--- config.mk ---
export PLATFORM = sky130hd
export DESIGN_NAME = gf180mcu_osu_sc_gp12t3v3__clkdiv_prog
export DESIGN_NICKNAME = d
export VERILOG_FILES = /design/src/rtl/gf180mcu_osu_sc_gp12t3v3__clkdiv_prog.sv
export SDC_FILE = /design/constraint.sdc
export NUM_CORES = 1
export LEC_CHECK = 0
export ABC_CLOCK_PERIOD_IN_PS = 3400
export CELL_PAD_IN_SITES_DETAIL_PLACEMENT = 1
export CELL_PAD_IN_SITES_GLOBAL_PLACEMENT = 1
export CORE_MARGIN = 4
export CORE_UTILIZATION = 43
export DETAILED_ROUTE_END_ITERATION = 16
export GPL_TIMING_DRIVEN = 0
export PLACE_DENSITY_LB_ADDON = 0.1
export SETUP_SLACK_MARGIN = 0.5
export SYNTH_ARGS = -nofsm -noshare
export SYNTH_HDL_FRONTEND = slang
export SYNTH_SLANG_ARGS = --single-unit
--- constraint.sdc ---
create_clock -name CLK -period 3.4 [get_ports CLK]
set_input_delay 0.68 -clock CLK [delete_from_list [all_inputs] [get_ports CLK]]
set_output_delay 0.68 -clock CLK [all_outputs]
set_load 0.02 [all_outputs]
--- src/rtl/gf180mcu_osu_sc_gp12t3v3__clkdiv_prog.sv ---
// Programmable glitch-free 50%-duty even clock divider; Y period = 2*(DIV+1) CLK cycles, Y registered (1-cycle latency).
// No backpressure: ratio changes and stop requests wait for the next Y 1->0 boundary so no runt phase escapes.
module gf180mcu_osu_sc_gp12t3v3__clkdiv_prog #(
  parameter int WIDTH = 4
) (
  input  logic             CLK,
  input  logic             R,
  input  logic             EN,
  input  logic [WIDTH-1:0] DIV,
  output logic             Y,
  output logic             STOPPED,
  output logic             UPD
);

  typedef enum logic [1:0] {
    IDLE  = 2'd0,
    RUN   = 2'd1,
    DRAIN = 2'd2
  } state_t;

  state_t           state, state_nxt;
  logic [WIDTH-1:0] cnt, cnt_nxt;
  logic [WIDTH-1:0] div_act, div_act_nxt;
  logic             y_q, y_nxt;
  logic             stopped_q, stopped_nxt;
  logic             upd_q, upd_nxt;
  logic             wrap;
  logic             boundary;

  assign wrap     = (cnt == div_act);
  // A period ends on the edge that drops Y; only there may the ratio change or the divider stop.
  assign boundary = wrap && y_q;

  always_ff @(posedge CLK or posedge R) begin
    if (R) begin
      state     <= IDLE;
      cnt       <= '0;
      div_act   <= '0;
      y_q       <= 1'b0;
      stopped_q <= 1'b1;
      upd_q     <= 1'b0;
    end else begin
      state     <= state_nxt;
      cnt       <= cnt_nxt;
      div_act   <= div_act_nxt;
      y_q       <= y_nxt;
      stopped_q <= stopped_nxt;
      upd_q     <= upd_nxt;
    end
  end

  always_comb begin
    state_nxt   = state;
    cnt_nxt     = cnt;
    div_act_nxt = div_act;
    y_nxt       = y_q;
    stopped_nxt = stopped_q;
    upd_nxt     = 1'b0;

    case (state)
      IDLE: begin
        y_nxt       = 1'b0;
        cnt_nxt     = '0;
        stopped_nxt = 1'b1;
        if (EN) begin
          state_nxt   = RUN;
          div_act_nxt = DIV;
          upd_nxt     = (DIV != div_act);
          stopped_nxt = 1'b0;
        end
      end

      RUN, DRAIN: begin
        if (wrap) begin
          cnt_nxt = '0;
          y_nxt   = ~y_q;
        end else begin
          cnt_nxt = cnt + WIDTH'(1);
        end

        if (state == RUN || EN) begin
          // EN seen in DRAIN resumes RUN seamlessly; a boundary on that edge reloads like RUN.
          state_nxt = EN ? RUN : DRAIN;
          if (boundary) begin
            div_act_nxt = DIV;
            upd_nxt     = (DIV != div_act);
          end
        end else if (boundary) begin
          state_nxt   = IDLE;
          y_nxt       = 1'b0;
          cnt_nxt     = '0;
          stopped_nxt = 1'b1;
        end
      end

      default: begin
        state_nxt   = IDLE;
        y_nxt       = 1'b0;
        cnt_nxt     = '0;
        stopped_nxt = 1'b1;
      end
    endcase
  end

  assign Y       = y_q;
  assign STOPPED = stopped_q;
  assign UPD     = upd_q;

endmodule

* After elaboration in Yosys (flattened, before gate mapping)
Cells that the tools add are included.
** Storage, ports and cells
- Output and inout bits :: 3
- Register bits :: 13
- Logic and storage cells :: 50
- Bits of input ports :: 7
** Cells by class
- Reduce and logical (&&, ||, !) cells :: 8
- Bitwise gates (word level) :: 1
- Mux-type cells :: 25
- $add $sub $neg :: 1
- Eq/ne operators :: 9
** Operator list (number)
- $mux 4 :: 7
- $mux 1 :: 10
- $mux 2 :: 4
- $ne 2x2->1 const B :: 4
- $pmux 4 s2 :: 1
- $add 4x1->4 const B :: 1
- $eq 4x4->1 :: 1
- $ne 4x4->1 :: 1
- $pmux 1 s2 :: 2
- $pmux 2 s2 :: 1
- $reduce_and 2->1 :: 2
- $reduce_and 4->1 :: 1
- $ne 3x3->1 const B :: 1
- $eq 2x1->1 const B :: 1
- $eq 2x2->1 const B :: 1
- $logic_not 2->1 :: 1
- $reduce_bool 2->1 :: 1
- $reduce_or 2->1 :: 1
- $logic_and 1x1->1 :: 1
- $logic_or 1x1->1 :: 1
- $not 1->1 :: 1

* Longest topological paths before layout
- Depth in word-level cells :: 5
- Depth in mapped cells :: 7
- Depth with buffers taken out :: 7

* Worst setup path after synthesis
Ideal clock, no wire load.
- Kind :: register to register
- From :: register div_act[1]
- To :: register div_act[0]
- Data arrival time :: 1647 ps
- Stages on the path, launching flop included :: 7
- Setup slack :: 1629 ps
- Setup time :: 125 ps
- Cell sequence :: dfrtp_1 > xor2_1 > nor4_2 > ha_1 > o211ai_2 > o21ai_2 > mux2_2
** On the way
- Word-level cells in the longest chain between the ends :: 4
** RTL lines
- from (decl) :: line 23 : logic [WIDTH-1:0] div_act, div_act_nxt;
- from (signal assigned) :: line 45 : div_act <= div_act_nxt;
- $eq 4x4->1 :: line 30 : assign wrap = (cnt == div_act);
- $logic_and 1x1->1 :: line 32 : assign boundary = wrap && y_q;
- $ne 2x2->1 (no source line)
- $reduce_and 4->1 (no source line)
No other way between the ends.
A chain may end at the register's enable or synchronous reset.

* Worst setup path in the final report
- From :: register stopped_q, in the netlist STOPPED
- To :: output STOPPED
** RTL lines
- from (decl) :: line 25 : logic stopped_q, stopped_nxt;
- from (signal assigned) :: line 47 : stopped_q <= stopped_nxt;
- to (decl) :: line 11 : output logic STOPPED,
No word-level cell between the ends.

==> results <==
- The worst-case IR drop observed on VDD is 0.0004979 V.
- Summing all multi-input logic gate instances after layout gives 354.1 sq um.
- The slew of the pin with the lowest slew margin is 489.5 ps.
- The highest net fanout along the worst path is 2.
- The flow ran to the end, and the final reports show no timing, DRC or antenna violations.
- In this run the deepest clock path goes through 2 buffers.
- Once the clock tree was built, the setup fixing pass inserted 0 buffers.
- The leakage power summed over all cells is 0.0003866 uW.
- The final routed DRC violation total is 0.
- The detailed router placed 487 vias in this run.
- The number of buffers and inverters on the critical path is 1.
- The cell chosen for the clock root is sky130_fd_sc_hd__clkbuf_4.
- The count of final setup violators is 0.
- The total placed instance area is 809.5 sq um.
- The via count of the first global-routing pass was 527.
- The TritonCTS clock tree is built.
- The level count of the clock H-tree is 1.
- The cell count after synthesis is 63.
- From bottom edge to top edge, the die measures 48.33 um.
- The number of cells upsized or downsized after cts is 0.
- Setup repair after global routing left no endpoint under its margin.
- The sum of net half-perimeters after detailed placement is 1034 um.
- The die covers 2336 sq um.
- Routability-driven placement finished with a final weighted congestion of 0.6881.
- The dominant cell type by area after synthesis is sky130_fd_sc_hd__dfrtp_1.
- The fraction of post-synthesis cell area in the top cell type by area is 42.93%.
- The number of top-level pins is 10.
- The later pin in the worst-skew pair is clocked with a latency of 270 ps.
- Buffers inserted during clock tree synthesis total 3.
- The antenna violation net count after detailed routing is 0.
- The worst setup margin is 1319 ps.
- From synthesis to final layout, the design area changed by 19.50%.
- Dividing total power by cell area gives a power density of 891.5 nW/um^2.
- The worst setup path is launched from a register.
- The endpoint kind of the worst setup timing path is a primary output.
- Fill cells in the final layout number 166.
- Global routing used 12.91% of the available tracks across all layers.
- Adding up every negative setup slack in the final design gives 0 ps.
- The number of storage elements in the synthesis netlist is 13.
- The cell internal power dissipation is 444.6 uW.
- Counting flops with a built-in enable in the synthesized netlist gives 0.
- The first-pass GRT wire length is 2394 um.
- The clock arrives with 0.4184 ps of skew.
- The worst hold margin is 517.1 ps.
- The cts-stage hold buffer count is 0.
- In the final design database the tool counted 89 nets.
- The share of total power dissipated in sequential elements is 37.4%.
- By area the synthesized netlist is led by sky130_fd_sc_hd__dfrtp_1 43%, sky130_fd_sc_hd__xor2_1 11%, sky130_fd_sc_hd__ha_1 8.9%.
- Dividing the detail-routed wire length by the instance count gives 14.25 um.
- The netlist area before placement is 699.4 sq um.
- The tool flagged a number of max-cap violations equal to 0.
- The switching share of power is 40.34%.
- Of the available clock period, the critical path in the final layout requires 61.20%.
- The horizontal die dimension is 48.33 um.
- Ranked by instance count, the synthesized netlist is headed by 12 x sky130_fd_sc_hd__dfrtp_1, 9 x sky130_fd_sc_hd__xor2_1, 8 x sky130_fd_sc_hd__nor2_1.
- Counting flops with an async set or reset pin after synthesis yields a share of 100.0%.
- The synthesized area per cell is 11.10 sq um.
- The most frequent cell after synthesis is sky130_fd_sc_hd__dfrtp_1.
- The standard cell core area is 1524 sq um.
- The initial core utilization is 45.89%.
- Combinational cells account for 50.1% of the total power.
- The pre-CTS setup slack is 1221 ps.
- Counting distinct cell types in the post-synthesis netlist gives 26.
- The kind of path behind the tightest hold check is register to register.
- After synthesis, flip-flops and latches occupy 46.69% of the total area.
- The largest net degree at the start of global routing is 14.
- The number of diodes is 0.
- The site row count is 14.
- The worst slew slack as a fraction of its limit is 67.33%.
- The ratio of routed vias to standard cells is 5.293.
- After layout, the design draws a total of 745.2 uW.
- The hold violation count in the final report is 0.
- Port buffering added 9 buffers.
- The number of warnings printed during yosys synthesis is 0.
- The required time of the worst setup path is 2720 ps.
- The analysis attributes to net switching a power of 300.6 uW.
- The signal on the critical path passes through clkdlybuf4s50_1.
- The cell family contributing the most delay on the critical path is buffers and inverters.
- The storage element area is 326.6 sq um.
- The routed wire length is 1311 um.
- The number of antenna violations at the first check in global routing is 0.
- The DRC marker count from the first detailed-route iteration is 2.
- The total nets after synthesis is 75.
- By startpoint and endpoint, the worst setup path is classified as register to primary output.
- The pre-antenna-repair detailed-routing pass consisted of 4 iterations.
- The max-slew violation total from the final report is 0.
- The share of cells above drive strength 1 is 15.79%.
- The arrival time of data at the critical path endpoint is 1400 ps.
- The total overflow left after global routing is 0.
- The most frequently used flop master after synthesis is sky130_fd_sc_hd__dfrtp_1.
- The library cell contributing the largest single delay on the critical path is sky130_fd_sc_hd__clkdlybuf4s50_1.
- The clock-pin slew on the worst setup and hold paths is 80 ps.
- The final non-filler cell area is 835.8 sq um.
- For this run, the slowest stage of the critical path takes 600 ps.
- The worst path needs 2081 ps of the cycle, external delays included.
- The power share of the clock group is 12.5%.
- The clock drives 13 sinks.
- The highest clock frequency the design can meet is 0.4806 GHz.
[placed cells by master, fill, tap and decap left out, types with 2 or more instances in the layout]
cell type	count
sky130_fd_sc_hd__nand2_1	2
sky130_fd_sc_hd__mux2_2	3
sky130_fd_sc_hd__xor2_1	9
sky130_fd_sc_hd__ha_1	5
sky130_fd_sc_hd__nor2_1	8
sky130_fd_sc_hd__inv_1	5
sky130_fd_sc_hd__clkbuf_4	3
sky130_fd_sc_hd__dfrtp_1	12
sky130_fd_sc_hd__clkdlybuf4s50_1	9
[layer usage]
metal | track usage, % | wire [um]
met1 | 16.80 | 603
met2 | 19.78 | 636
met3 | 3.681 | 67
met4 | 5.530 | 4
met5 | 0 | 0
[power groups by stage]
stage	combinational [uW]	sequential [uW]	clock, uW
5_1_grt	417	290	110
3_5_place_dp	377	282	0
6_report	373	279	93.2
2_1_floorplan	268	286	0
4_1_cts	379	279	99.9
3_3_place_gp	368	278	0
[final timing paths]
path                                 start        to  slack (ps)  depth (start not counted)
min in group asynchronous                R  state[1]         730                          2
max in group asynchronous                R   STOPPED        2330                          2
worst max-delay path               STOPPED   STOPPED        1320                          1
worst min-delay path                cnt[0]    cnt[0]         520                          1
worst min register to register      cnt[0]    cnt[0]         520                          1
worst max register to register  div_act[1]    cnt[3]        1360                          7
[logic make-up after synthesis]
kind of cell	count (synthesis)	synth area share (%)
adder cells (fa/ha/maj)	5	8.945
multiplexers	4	6.440
AO/OA/AOI/OAI	9	10.02
buffers and inverters	5	2.684
flip-flops	13	46.69
XOR/XNOR	10	12.52
AND/OR/NAND/NOR	17	12.70
[registers in the layout, indices dropped and copies added (netlist names)]
name	count
STOPPED	1
cnt	4
Y	1
UPD	1
div_act	4
state	2
[through the flow]
| step | cells | utilization, % |
|---|---|---|
| 2_1_floorplan | 63 | - |
| 3_3_place_gp | 88 | 53.12 |
| 3_5_place_dp | 88 | 53.12 |
| 4_1_cts | 92 | 54.84 |
| 5_1_grt | 92 | 54.84 |
| 6_report | 92 | 54.84 |
[cell type report]
| cell class | instances | share of cell area, % |
|---|---|---|
| timing repair buffer | 9 | 10.78 |
| clock buffer | 4 | 3.144 |
| tap | 16 | 2.395 |
| inverter | 5 | 2.246 |
| sequential | 13 | 39.07 |
| multi-input combinational | 45 | 42.37 |
No activity file was read; power rests on OpenSTA's default activity.
